==> src/rtl/alu_pkg.sv <==
// alu_pkg: shared definitions for the alu_issue decode/issue controller.
// Holds ALU op codes, instruction opcodes, instruction field positions,
// the $rstatus overflow codes, the controller state enum and an
// immediate sign-extension helper.
package alu_pkg;

  // ALU operations understood by the combinational ALU
  localparam logic [4:0] ALU_ADD = 5'd0;
  localparam logic [4:0] ALU_SUB = 5'd1;
  localparam logic [4:0] ALU_AND = 5'd2;
  localparam logic [4:0] ALU_OR  = 5'd3;
  localparam logic [4:0] ALU_SLL = 5'd4;
  localparam logic [4:0] ALU_SRA = 5'd5;

  // Instruction opcodes
  localparam logic [4:0] OP_RTYPE = 5'b00000;
  localparam logic [4:0] OP_ADDI  = 5'b00101;
  localparam logic [4:0] OP_BNE   = 5'b00010;
  localparam logic [4:0] OP_BLT   = 5'b00110;

  // Instruction field bit positions
  localparam int OPC_MSB = 31;
  localparam int OPC_LSB = 27;
  localparam int RD_MSB  = 26;
  localparam int RD_LSB  = 22;
  localparam int RS_MSB  = 21;
  localparam int RS_LSB  = 17;
  localparam int RT_MSB  = 16;
  localparam int RT_LSB  = 12;
  localparam int SH_MSB  = 11;
  localparam int SH_LSB  = 7;
  localparam int FN_MSB  = 6;
  localparam int FN_LSB  = 2;
  localparam int IMM_MSB = 16;
  localparam int IMM_LSB = 0;

  // Value written to $rstatus on overflow; NONE means overflow is ignored
  localparam logic [1:0] OVF_NONE = 2'd0;
  localparam logic [1:0] OVF_ADD  = 2'd1;
  localparam logic [1:0] OVF_ADDI = 2'd2;
  localparam logic [1:0] OVF_SUB  = 2'd3;

  typedef enum logic [1:0] {
    ST_IDLE = 2'd0,
    ST_READ = 2'd1,
    ST_EXEC = 2'd2,
    ST_RESP = 2'd3
  } state_e;

  function automatic logic [31:0] sext_imm(input logic [16:0] imm);
    return {{15{imm[16]}}, imm};
  endfunction

endpackage

==> src/rtl/instr_decode.sv <==
// instr_decode: purely combinational instruction decoder.
// Ports:
//   instr            in  32  instruction word
//   rf_addr_a/b      out 5   register-file read addresses
//   rd               out 5   destination register field
//   use_imm          out 1   operand B comes from the immediate
//   imm_sext         out 32  sign-extended 17-bit immediate
//   alu_op, shamt    out 5   ALU controls
//   is_branch/is_blt out 1   branch kind
//   illegal          out 1   unsupported opcode or R-type ALU op
//   ovf_code         out 2   $rstatus code on overflow (OVF_NONE = ignore)
module instr_decode
  import alu_pkg::*;
(
  input  logic [31:0] instr,
  output logic [4:0]  rf_addr_a,
  output logic [4:0]  rf_addr_b,
  output logic [4:0]  rd,
  output logic        use_imm,
  output logic [31:0] imm_sext,
  output logic [4:0]  alu_op,
  output logic [4:0]  shamt,
  output logic        is_branch,
  output logic        is_blt,
  output logic        illegal,
  output logic [1:0]  ovf_code
);

  logic [4:0] opc_s;
  logic [4:0] rs_s;
  logic [4:0] rt_s;
  logic [4:0] fn_s;
  logic       unused_s;

  assign opc_s    = instr[OPC_MSB:OPC_LSB];
  assign rs_s     = instr[RS_MSB:RS_LSB];
  assign rt_s     = instr[RT_MSB:RT_LSB];
  assign fn_s     = instr[FN_MSB:FN_LSB];
  assign unused_s = ^instr[1:0];

  // Field extraction and per-opcode operand/op selection
  always_comb begin
    rd        = instr[RD_MSB:RD_LSB];
    shamt     = instr[SH_MSB:SH_LSB];
    imm_sext  = sext_imm(instr[IMM_MSB:IMM_LSB]);
    rf_addr_a = rs_s;
    rf_addr_b = rt_s;
    alu_op    = ALU_ADD;
    use_imm   = 1'b0;
    is_branch = 1'b0;
    is_blt    = 1'b0;
    illegal   = 1'b0;
    ovf_code  = OVF_NONE;
    case (opc_s)
      OP_RTYPE: begin
        if (fn_s <= ALU_SRA) begin
          alu_op = fn_s;
          if (fn_s == ALU_ADD) begin
            ovf_code = OVF_ADD;
          end else if (fn_s == ALU_SUB) begin
            ovf_code = OVF_SUB;
          end else begin
            ovf_code = OVF_NONE;
          end
        end else begin
          illegal = 1'b1;
        end
      end
      OP_ADDI: begin
        use_imm  = 1'b1;
        ovf_code = OVF_ADDI;
      end
      OP_BNE, OP_BLT: begin
        // Branches compare $rd against $rs, so rd is read on port A
        rf_addr_a = instr[RD_MSB:RD_LSB];
        rf_addr_b = rs_s;
        alu_op    = ALU_SUB;
        is_branch = 1'b1;
        is_blt    = (opc_s == OP_BLT);
      end
      default: begin
        illegal = 1'b1;
      end
    endcase
  end

endmodule

==> src/rtl/alu_issue.sv <==
// alu_issue: decode-and-issue controller for the combinational ALU.
// One instruction in flight: IDLE (accept) -> READ (RF data returns)
// -> EXEC (ALU driven from registered operands) -> RESP (result held).
// Ports:
//   clock, reset                   clock, synchronous active-high reset
//   in_valid/in_ready/in_instr     instruction handshake
//   rf_addr_a/b, rf_data_a/b       register-file read (data one cycle later)
//   alu_a/b, alu_op, alu_shamt     registered ALU operands and controls
//   alu_result/ne/gt/ovf           ALU outputs
//   res_valid/res_ready            result handshake
//   res_we/rd/data                 register write request
//   res_branch/taken/offset        branch outcome
//   res_illegal                    unsupported instruction
module alu_issue
  import alu_pkg::*;
#(
  parameter logic [4:0] RSTATUS_REG = 5'd30
) (
  input  logic        clock,
  input  logic        reset,
  input  logic        in_valid,
  output logic        in_ready,
  input  logic [31:0] in_instr,
  output logic [4:0]  rf_addr_a,
  output logic [4:0]  rf_addr_b,
  input  logic [31:0] rf_data_a,
  input  logic [31:0] rf_data_b,
  output logic [31:0] alu_a,
  output logic [31:0] alu_b,
  output logic [4:0]  alu_op,
  output logic [4:0]  alu_shamt,
  input  logic [31:0] alu_result,
  input  logic        alu_ne,
  input  logic        alu_gt,
  input  logic        alu_ovf,
  output logic        res_valid,
  input  logic        res_ready,
  output logic        res_we,
  output logic [4:0]  res_rd,
  output logic [31:0] res_data,
  output logic        res_branch,
  output logic        res_taken,
  output logic [31:0] res_offset,
  output logic        res_illegal
);

  state_e      state_q, state_d;
  logic [31:0] instr_q, instr_d;
  logic        in_ready_q, in_ready_d;
  logic        res_valid_q, res_valid_d;
  logic [31:0] alu_a_q, alu_a_d, alu_b_q, alu_b_d;
  logic [4:0]  alu_op_q, alu_op_d, alu_shamt_q, alu_shamt_d;
  logic        res_we_q, res_we_d, res_branch_q, res_branch_d;
  logic        res_taken_q, res_taken_d, res_illegal_q, res_illegal_d;
  logic [4:0]  res_rd_q, res_rd_d;
  logic [31:0] res_data_q, res_data_d, res_offset_q, res_offset_d;

  logic [31:0] dec_instr_s;
  logic [4:0]  dec_addr_a_s, dec_addr_b_s, dec_rd_s, dec_op_s, dec_shamt_s;
  logic        dec_use_imm_s, dec_branch_s, dec_blt_s, dec_illegal_s;
  logic [31:0] dec_imm_s;
  logic [1:0]  dec_ovf_s;

  // In IDLE the offered instruction is decoded so the RF read starts in the
  // acceptance cycle; afterwards the latched copy is decoded.
  assign dec_instr_s = (state_q == ST_IDLE) ? in_instr : instr_q;

  instr_decode u_dec (
    .instr     (dec_instr_s),
    .rf_addr_a (dec_addr_a_s),
    .rf_addr_b (dec_addr_b_s),
    .rd        (dec_rd_s),
    .use_imm   (dec_use_imm_s),
    .imm_sext  (dec_imm_s),
    .alu_op    (dec_op_s),
    .shamt     (dec_shamt_s),
    .is_branch (dec_branch_s),
    .is_blt    (dec_blt_s),
    .illegal   (dec_illegal_s),
    .ovf_code  (dec_ovf_s)
  );

  // Read addresses stay at zero while nothing is offered in IDLE
  assign rf_addr_a = ((state_q == ST_IDLE) && !in_valid) ? 5'd0 : dec_addr_a_s;
  assign rf_addr_b = ((state_q == ST_IDLE) && !in_valid) ? 5'd0 : dec_addr_b_s;

  assign in_ready    = in_ready_q;
  assign res_valid   = res_valid_q;
  assign alu_a       = alu_a_q;
  assign alu_b       = alu_b_q;
  assign alu_op      = alu_op_q;
  assign alu_shamt   = alu_shamt_q;
  assign res_we      = res_we_q;
  assign res_rd      = res_rd_q;
  assign res_data    = res_data_q;
  assign res_branch  = res_branch_q;
  assign res_taken   = res_taken_q;
  assign res_offset  = res_offset_q;
  assign res_illegal = res_illegal_q;

  // Next-state, operand capture and result formation
  always_comb begin
    state_d       = state_q;
    instr_d       = instr_q;
    alu_a_d       = alu_a_q;
    alu_b_d       = alu_b_q;
    alu_op_d      = alu_op_q;
    alu_shamt_d   = alu_shamt_q;
    res_we_d      = res_we_q;
    res_rd_d      = res_rd_q;
    res_data_d    = res_data_q;
    res_branch_d  = res_branch_q;
    res_taken_d   = res_taken_q;
    res_offset_d  = res_offset_q;
    res_illegal_d = res_illegal_q;
    case (state_q)
      ST_IDLE: begin
        if (in_valid) begin
          instr_d = in_instr;
          state_d = ST_READ;
        end else begin
          state_d = ST_IDLE;
        end
      end
      ST_READ: begin
        alu_a_d     = rf_data_a;
        alu_b_d     = dec_use_imm_s ? dec_imm_s : rf_data_b;
        alu_op_d    = dec_op_s;
        alu_shamt_d = dec_shamt_s;
        state_d     = ST_EXEC;
      end
      ST_EXEC: begin
        res_we_d      = 1'b0;
        res_rd_d      = 5'd0;
        res_data_d    = 32'd0;
        res_branch_d  = 1'b0;
        res_taken_d   = 1'b0;
        res_offset_d  = 32'd0;
        res_illegal_d = dec_illegal_s;
        if (dec_illegal_s) begin
          res_we_d = 1'b0;
        end else if (dec_branch_s) begin
          // blt: A < B signed  <=>  A != B and not A > B
          res_branch_d = 1'b1;
          res_taken_d  = dec_blt_s ? (alu_ne & ~alu_gt) : alu_ne;
          res_offset_d = dec_imm_s;
        end else if ((dec_ovf_s != OVF_NONE) && alu_ovf) begin
          res_we_d   = 1'b1;
          res_rd_d   = RSTATUS_REG;
          res_data_d = {30'd0, dec_ovf_s};
        end else begin
          res_we_d   = 1'b1;
          res_rd_d   = dec_rd_s;
          res_data_d = alu_result;
        end
        state_d = ST_RESP;
      end
      ST_RESP: begin
        if (res_ready) begin
          state_d = ST_IDLE;
        end else begin
          state_d = ST_RESP;
        end
      end
      default: begin
        state_d = ST_IDLE;
      end
    endcase
    in_ready_d  = (state_d == ST_IDLE);
    res_valid_d = (state_d == ST_RESP);
  end

  // State, operand and result registers
  always_ff @(posedge clock) begin
    if (reset) begin
      state_q       <= ST_IDLE;
      instr_q       <= 32'd0;
      in_ready_q    <= 1'b1;
      res_valid_q   <= 1'b0;
      alu_a_q       <= 32'd0;
      alu_b_q       <= 32'd0;
      alu_op_q      <= 5'd0;
      alu_shamt_q   <= 5'd0;
      res_we_q      <= 1'b0;
      res_rd_q      <= 5'd0;
      res_data_q    <= 32'd0;
      res_branch_q  <= 1'b0;
      res_taken_q   <= 1'b0;
      res_offset_q  <= 32'd0;
      res_illegal_q <= 1'b0;
    end else begin
      state_q       <= state_d;
      instr_q       <= instr_d;
      in_ready_q    <= in_ready_d;
      res_valid_q   <= res_valid_d;
      alu_a_q       <= alu_a_d;
      alu_b_q       <= alu_b_d;
      alu_op_q      <= alu_op_d;
      alu_shamt_q   <= alu_shamt_d;
      res_we_q      <= res_we_d;
      res_rd_q      <= res_rd_d;
      res_data_q    <= res_data_d;
      res_branch_q  <= res_branch_d;
      res_taken_q   <= res_taken_d;
      res_offset_q  <= res_offset_d;
      res_illegal_q <= res_illegal_d;
    end
  end

endmodule

==> config.mk <==
export PLATFORM = sky130hd
export DESIGN_NAME = alu_issue
export DESIGN_NICKNAME = d
export VERILOG_FILES = /design/src/rtl/alu_pkg.sv /design/src/rtl/instr_decode.sv /design/src/rtl/alu_issue.sv
export SDC_FILE = /design/constraint.sdc
export NUM_CORES = 1
export LEC_CHECK = 0
export BUFFER_PORTS_ARGS = -buffer_cell sky130_fd_sc_hd__buf_2
export CAP_MARGIN = 25
export CELL_PAD_IN_SITES_DETAIL_PLACEMENT = 2
export CELL_PAD_IN_SITES_GLOBAL_PLACEMENT = 2
export CORE_ASPECT_RATIO = 0.75
export CORE_UTILIZATION = 29
export CTS_BUF_LIST = sky130_fd_sc_hd__clkbuf_8
export CTS_CLUSTER_SIZE = 10
export DETAILED_ROUTE_END_ITERATION = 10
export MAX_ROUTING_LAYER = met4
export PLACE_DENSITY_LB_ADDON = 0.3
export SYNTH_ARGS = -nofsm -noshare
export SYNTH_HDL_FRONTEND = slang
export SYNTH_SLANG_ARGS = --single-unit
==> constraint.sdc <==
create_clock -name clock -period 3.6 [get_ports clock]
set_input_delay 0.54 -clock clock [delete_from_list [all_inputs] [get_ports clock]]
set_output_delay 0.54 -clock clock [all_outputs]
set_load 0.1 [all_outputs]
; ---- After elaboration in Yosys (flattened, before gate mapping)
; Cells that the tools add are included.
[totals]
inputBits = 135
word_cells = 72
register_bits = 183
[op_classes]
mux = 35
reduce_logical = 11
order_cmp = 1
eq_ne = 8
bitwise = 2
[ops]
columns = cell, n
row1 = $mux W32, 7
row2 = $mux W5, 8
row3 = $mux W1, 12
row4 = $eq A5 B3 Y1 const B, 2
row5 = $logic_not A5 Y1, 2
row6 = $pmux W5 S2, 1
row7 = $mux W2, 4
row8 = $pmux W2 S4, 1
row9 = $eq A2 B2 Y1 const B, 3
row10 = $eq A5 B1 Y1 const B, 1
row11 = $eq A5 B2 Y1 const B, 1
row12 = $le A5 B3 Y1 const B, 1
row13 = $logic_not A2 Y1, 2
row14 = $pmux W2 S2, 1
row15 = $reduce_or A3 Y1, 1
row16 = $eq A2 B1 Y1 const B, 1
row17 = $logic_and A1 B1 Y1, 2
row18 = $pmux W1 S2, 1
row19 = $reduce_and A2 Y1, 1
row20 = $reduce_bool A2 Y1, 1
row21 = $reduce_or A2 Y1, 1
row22 = $and A1 B1 Y1, 1
row23 = $logic_not A1 Y1, 1
row24 = $not A1 Y1, 1

; ---- Longest topological paths before layout
[depth]
depth_word = 12
ltp_mapped = 8

; ---- Modules after synthesis
; Synthesis repeated with hierarchy kept, for this count alone.
[unflattened]
cells_unflattened = 864
area_unflattened_um2 = 7678.6
[by_module_without_submodules]
columns = mod, instances, cells_per_inst, area_per_inst_um2
row1 = alu_issue, 1, 788, 7050.5
row2 = instr_decode, 1, 76, 628.1

; ---- Least setup slack after synthesis
; OpenSTA, ideal clock, no wires.
[synth_path]
kind = input to output
start = in in_instr[31]
end = out rf_addr_a[0]
required_time_ns = 3.060
slack_ns = -1.205
t_arrival_ns = 4.265
cell_stages = 6
n_path_buf = 1
path_cell_list = or4_1 -> or3b_1 -> nand2_1 -> clkbuf_1 -> o21ai_0 -> a221oi_1
[synth_via]
elab_chain_len = 5
[synth_lines]
columns = element, line
row1 = "start, declared", alu_issue.sv:23  ; input logic [31:0] in_instr,
row2 = $mux W32 *, alu_issue.sv:66  ; assign dec_instr_s = (state_q == ST_IDLE) ? in_instr : instr_q;
row3 = $eq A5 B2 Y1 or $eq A5 B3 Y1 (tied branches), instr_decode.sv:54  ; case (opc_s)
row4 = $reduce_or A2 Y1 *, -
row5 = $mux W5 *, instr_decode.sv:54
row6 = $mux W5 *, alu_issue.sv:84  ; assign rf_addr_a = ((state_q == ST_IDLE) && !in_valid) ? 5'd0 : dec_addr_a_s;
row7 = "end, declared", alu_issue.sv:24  ; output logic [4:0] rf_addr_a,
; Every way passes the cells marked *; elsewhere a longest branch is shown, timed or not.

; ---- Worst setup path in the final report
[layout_path]
start = reg state_q[0]
end = out rf_addr_a[0]
[layout_via]
elab_chain_len = 6
[layout_lines]
columns = element, line
row1 = "start, declared", alu_issue.sv:47  ; state_e state_q, state_d;
row2 = "start signal, assigned", alu_issue.sv:192  ; state_q <= state_d;
row3 = $logic_not A2 Y1 *, "alu_issue.sv:66, alu_issue.sv:84"
row4 = $mux W32, alu_issue.sv:66
row5 = $eq A5 B2 Y1 or $eq A5 B3 Y1 (tied branches), instr_decode.sv:54
row6 = $reduce_or A2 Y1, -
row7 = $mux W5, instr_decode.sv:54
row8 = $mux W5 *, alu_issue.sv:84
; Marks and branches as above.

==> flow_summary.yaml <==
setup_path:
  required_ns: 3.06
  crit_fanout: 17
  critPathCaptureType: "output port"
  cp.arrival_ns: 2.83
  path_class: "flip-flop to output port"
  worstSetupStartpointType: "flip-flop"
status:
  failed_checks: "design-rule violations"
  status: "finished, violations left"
route:
  wire_per_inst_um: 19.3
  drcViolationCount: 38
  vias: 7102
  drt_pass1_iterations: 7
  finalWirelength_mm: 26.8
  vias_per_cell: 5.10
  drt_iter0_drc: 400
  ant_nets: 0
logic_synthesis:
  postSynthCellCount: 827
  synth_edf_count: 0
  synth_warnings: 0
  synth.distinct_cells: 46
  yosys_most_used_dff: "dfxtp_1"
  ys_seq_area_share_pct: 48.9
  synth_seq_cells: 168
  netlist_area_um2: 6880
  syn_area_per_cell_um2: 8.32
  synthesis.nets: 962
  async_flop_share_pct: 0
sta:
  clock_skew_ns: 0.0132
  hold_viol: 0
  period_needed_ns: 3.37
  setup_viol: 0
  timing.slew.headroom_pct: 34.6
  tightest_slew_ns: 0.981
  fmax_ghz: 0.296
  rsz0062_at_grt: "no"
  timing.final.max_slew_violations: 0
  fin_ws_ns: 0.227
  fin_crit_sh_pct: 93.7
cts:
  insertion_delay_ns: 0.47
  tritoncts: "done"
  cts_made_buffers: 17
  cts_buffer_depth: 2
  post_cts_resized: 0
  hold_buffers: 0
  cts_setup_buffers: 0
  cts.htree.levels: 4
  root_buffer: "clkbuf_8"
  cts_sinks: 168
  clkSlewWorstSetupHoldPaths_ns: 0.10
power:
  p_int_mw: 3.15
  power.total_mw: 5.62
  power_frac_comb_pct: 39.1
  leakagePower_nw: 3.99
  ir_worst_vdd_uv: 388
  p_clk_share_pct: 23.9
  pwr-share-seq_pct: 36.9
  swShare_pct: 44.0
  p_per_area_nw_per_um2: 616
  p_sw_mw: 2.47
place:
  port_buffers: 293
  detailed_place.area_um2: 8730
  gp_congestion: 0.785
  pre_cts_slack_ns: 0.402
  numPlacedInstances: 1356
  hpwlAfterDp_mm: 19.2
flow_run:
  maxCapViolCount: 0
grt:
  grt_pass1_wl_mm: 41.3
  antenna_found_initial: 4
  grt_pass1_vias: 7310
  grt_usage_pct: 22.6
  overflow: 0
  grt_start_max_net_pins: 107
min_path:
  min-delay-path-class: "input port to flip-flop"
floorplanning:
  fp.dieW_um: 180
  core_um2: 23100
  pin_count: 294
  std_cell_rows: 48
  start_util_pct: 29.8
  dieHeight_um: 135
  die_area_um2: 24400
cells_and_area:
  layout.cells.non_filler: 1392
  area_growth_syn_to_layout_pct: 32.6
  nNetsFinal: 1210
  nFillCells: 2688
  stdcell_area_um2: 9120
  drive_gt1_share_pct: 34.0
==> layout by cell type (no fill, tap or decap), types with 8 or more instances in the layout <==
cell type  instances
a21oi_1          125
a32o_1            31
buf_12            11
buf_2            282
buf_4             22
clkbuf_8          22
dfxtp_1          168
mux2i_1           18
nand2_1          205
nand3_1            8
nor2_1            17
nor3_1            18
o211ai_1          16
o21ai_0           26
or3_1             29
==> cell type report <==
cell class              instances  area [µm²]  share of cell area, %
clock buffers                  22         303                   3.32
diodes                          5        12.5                  0.137
repair buffers                315        1800                   19.7
well taps                     300         375                   4.12
multi-input cells             569        3180                   34.8
inverters                       4        15.0                  0.165
clock inverters                 9        76.3                  0.837
flip-flops and latches        168        3360                   36.9
==> worst paths after layout <==
check	slack [ns]	startpoint	endpoint	depth (start not counted)
min	0.29	rf_data_a[9]	alu_a[9]	3
min reg2reg	0.46	alu_a[11]	alu_a[11]	2
max reg2reg	0.99	state_q[0]	res_data[19]	6
max	0.23	state_q[0]	rf_addr_a[0]	7
==> metrics by stage <==
step	hold WS (ns)	utilization [%]	TNS [ns]
floorplan	0.434	-	-1.65
global placement	0.439	37.7	0
detailed placement	0.446	37.7	0
CTS	0.243	39.4	0
global route	0.264	39.4	0
finish	0.293	39.4	0
==> registers in the layout, summed over array words and instances, names as in the netlist, 2 cells and up <==
signal and flops:
alu_a 32, alu_b 32, instr_q 32, res_data 32
res_offset 17, alu_op 5, alu_shamt 5, res_rd 5
state_q 2
==> cells in the mapped netlist, types with 2 or more instances <==
master / instances / area share [%]
nor2_1: 20 / 1.1
dfxtp_1: 168 / 49
o211ai_1: 16 / 1.7
nor3b_1: 4 / 0.44
and2_1: 6 / 0.55
a21oi_1: 130 / 9.5
nand4_1: 3 / 0.27
nor3_1: 18 / 1.3
a221oi_1: 10 / 1.3
or3_1: 29 / 2.6
buf_2: 4 / 0.29
buf_6: 2 / 0.33
buf_1: 5 / 0.27
or4_1: 3 / 0.33
nand2_1: 205 / 11
o21ai_0: 26 / 1.9
or2_2: 2 / 0.18
o21bai_1: 4 / 0.44
nand3_1: 8 / 0.58
o22ai_1: 5 / 0.45
inv_1: 4 / 0.22
nor2b_1: 2 / 0.18
clkbuf_1: 57 / 3.1
a211oi_1: 5 / 0.55
a32o_1: 31 / 4.5
buf_4: 18 / 2.0
mux2i_1: 18 / 2.6
mux2_2: 6 / 0.98
==> power by group through the flow <==
stage	Sequential, mW	Clock (mW)	Combinational [mW]
after global placement	2.11	0	2.19
final	2.08	1.35	2.20
after floorplan	2.81	0	0.904
after global routing	2.10	1.47	2.31
after detailed placement	2.12	0	2.21
after CTS	2.08	1.40	2.22
==> cells by family after synthesis <==
family                 after synthesis  synth area share, %
AND/OR/NAND/NOR                    307                 19.6
AO/OA/AOI/OAI                      238                 21.8
flip-flops                         168                 48.9
buffers and inverters               90                 6.18
multiplexers                        24                 3.60
==> per-layer routing <==
layer  track usage [%]  vias up  part of all wire, %
met2              34.5      201                   46
met3              5.65       23                  6.2
met1              29.4     3495                   47
met5                 -        -                    0
met4              7.14        0                  1.4
li1                  -     3383                    -
==> worst max-delay path, cell delays in order (launching register included) <==
cell	delay (ns)
dfxtp_1	0.43
or4_1	0.45
or3b_1	0.42
nand2_1	0.11
buf_4	0.25
o21ai_0	0.14
a221oi_2	0.34
buf_12	0.22
Power figures use the tool's default switching activity.
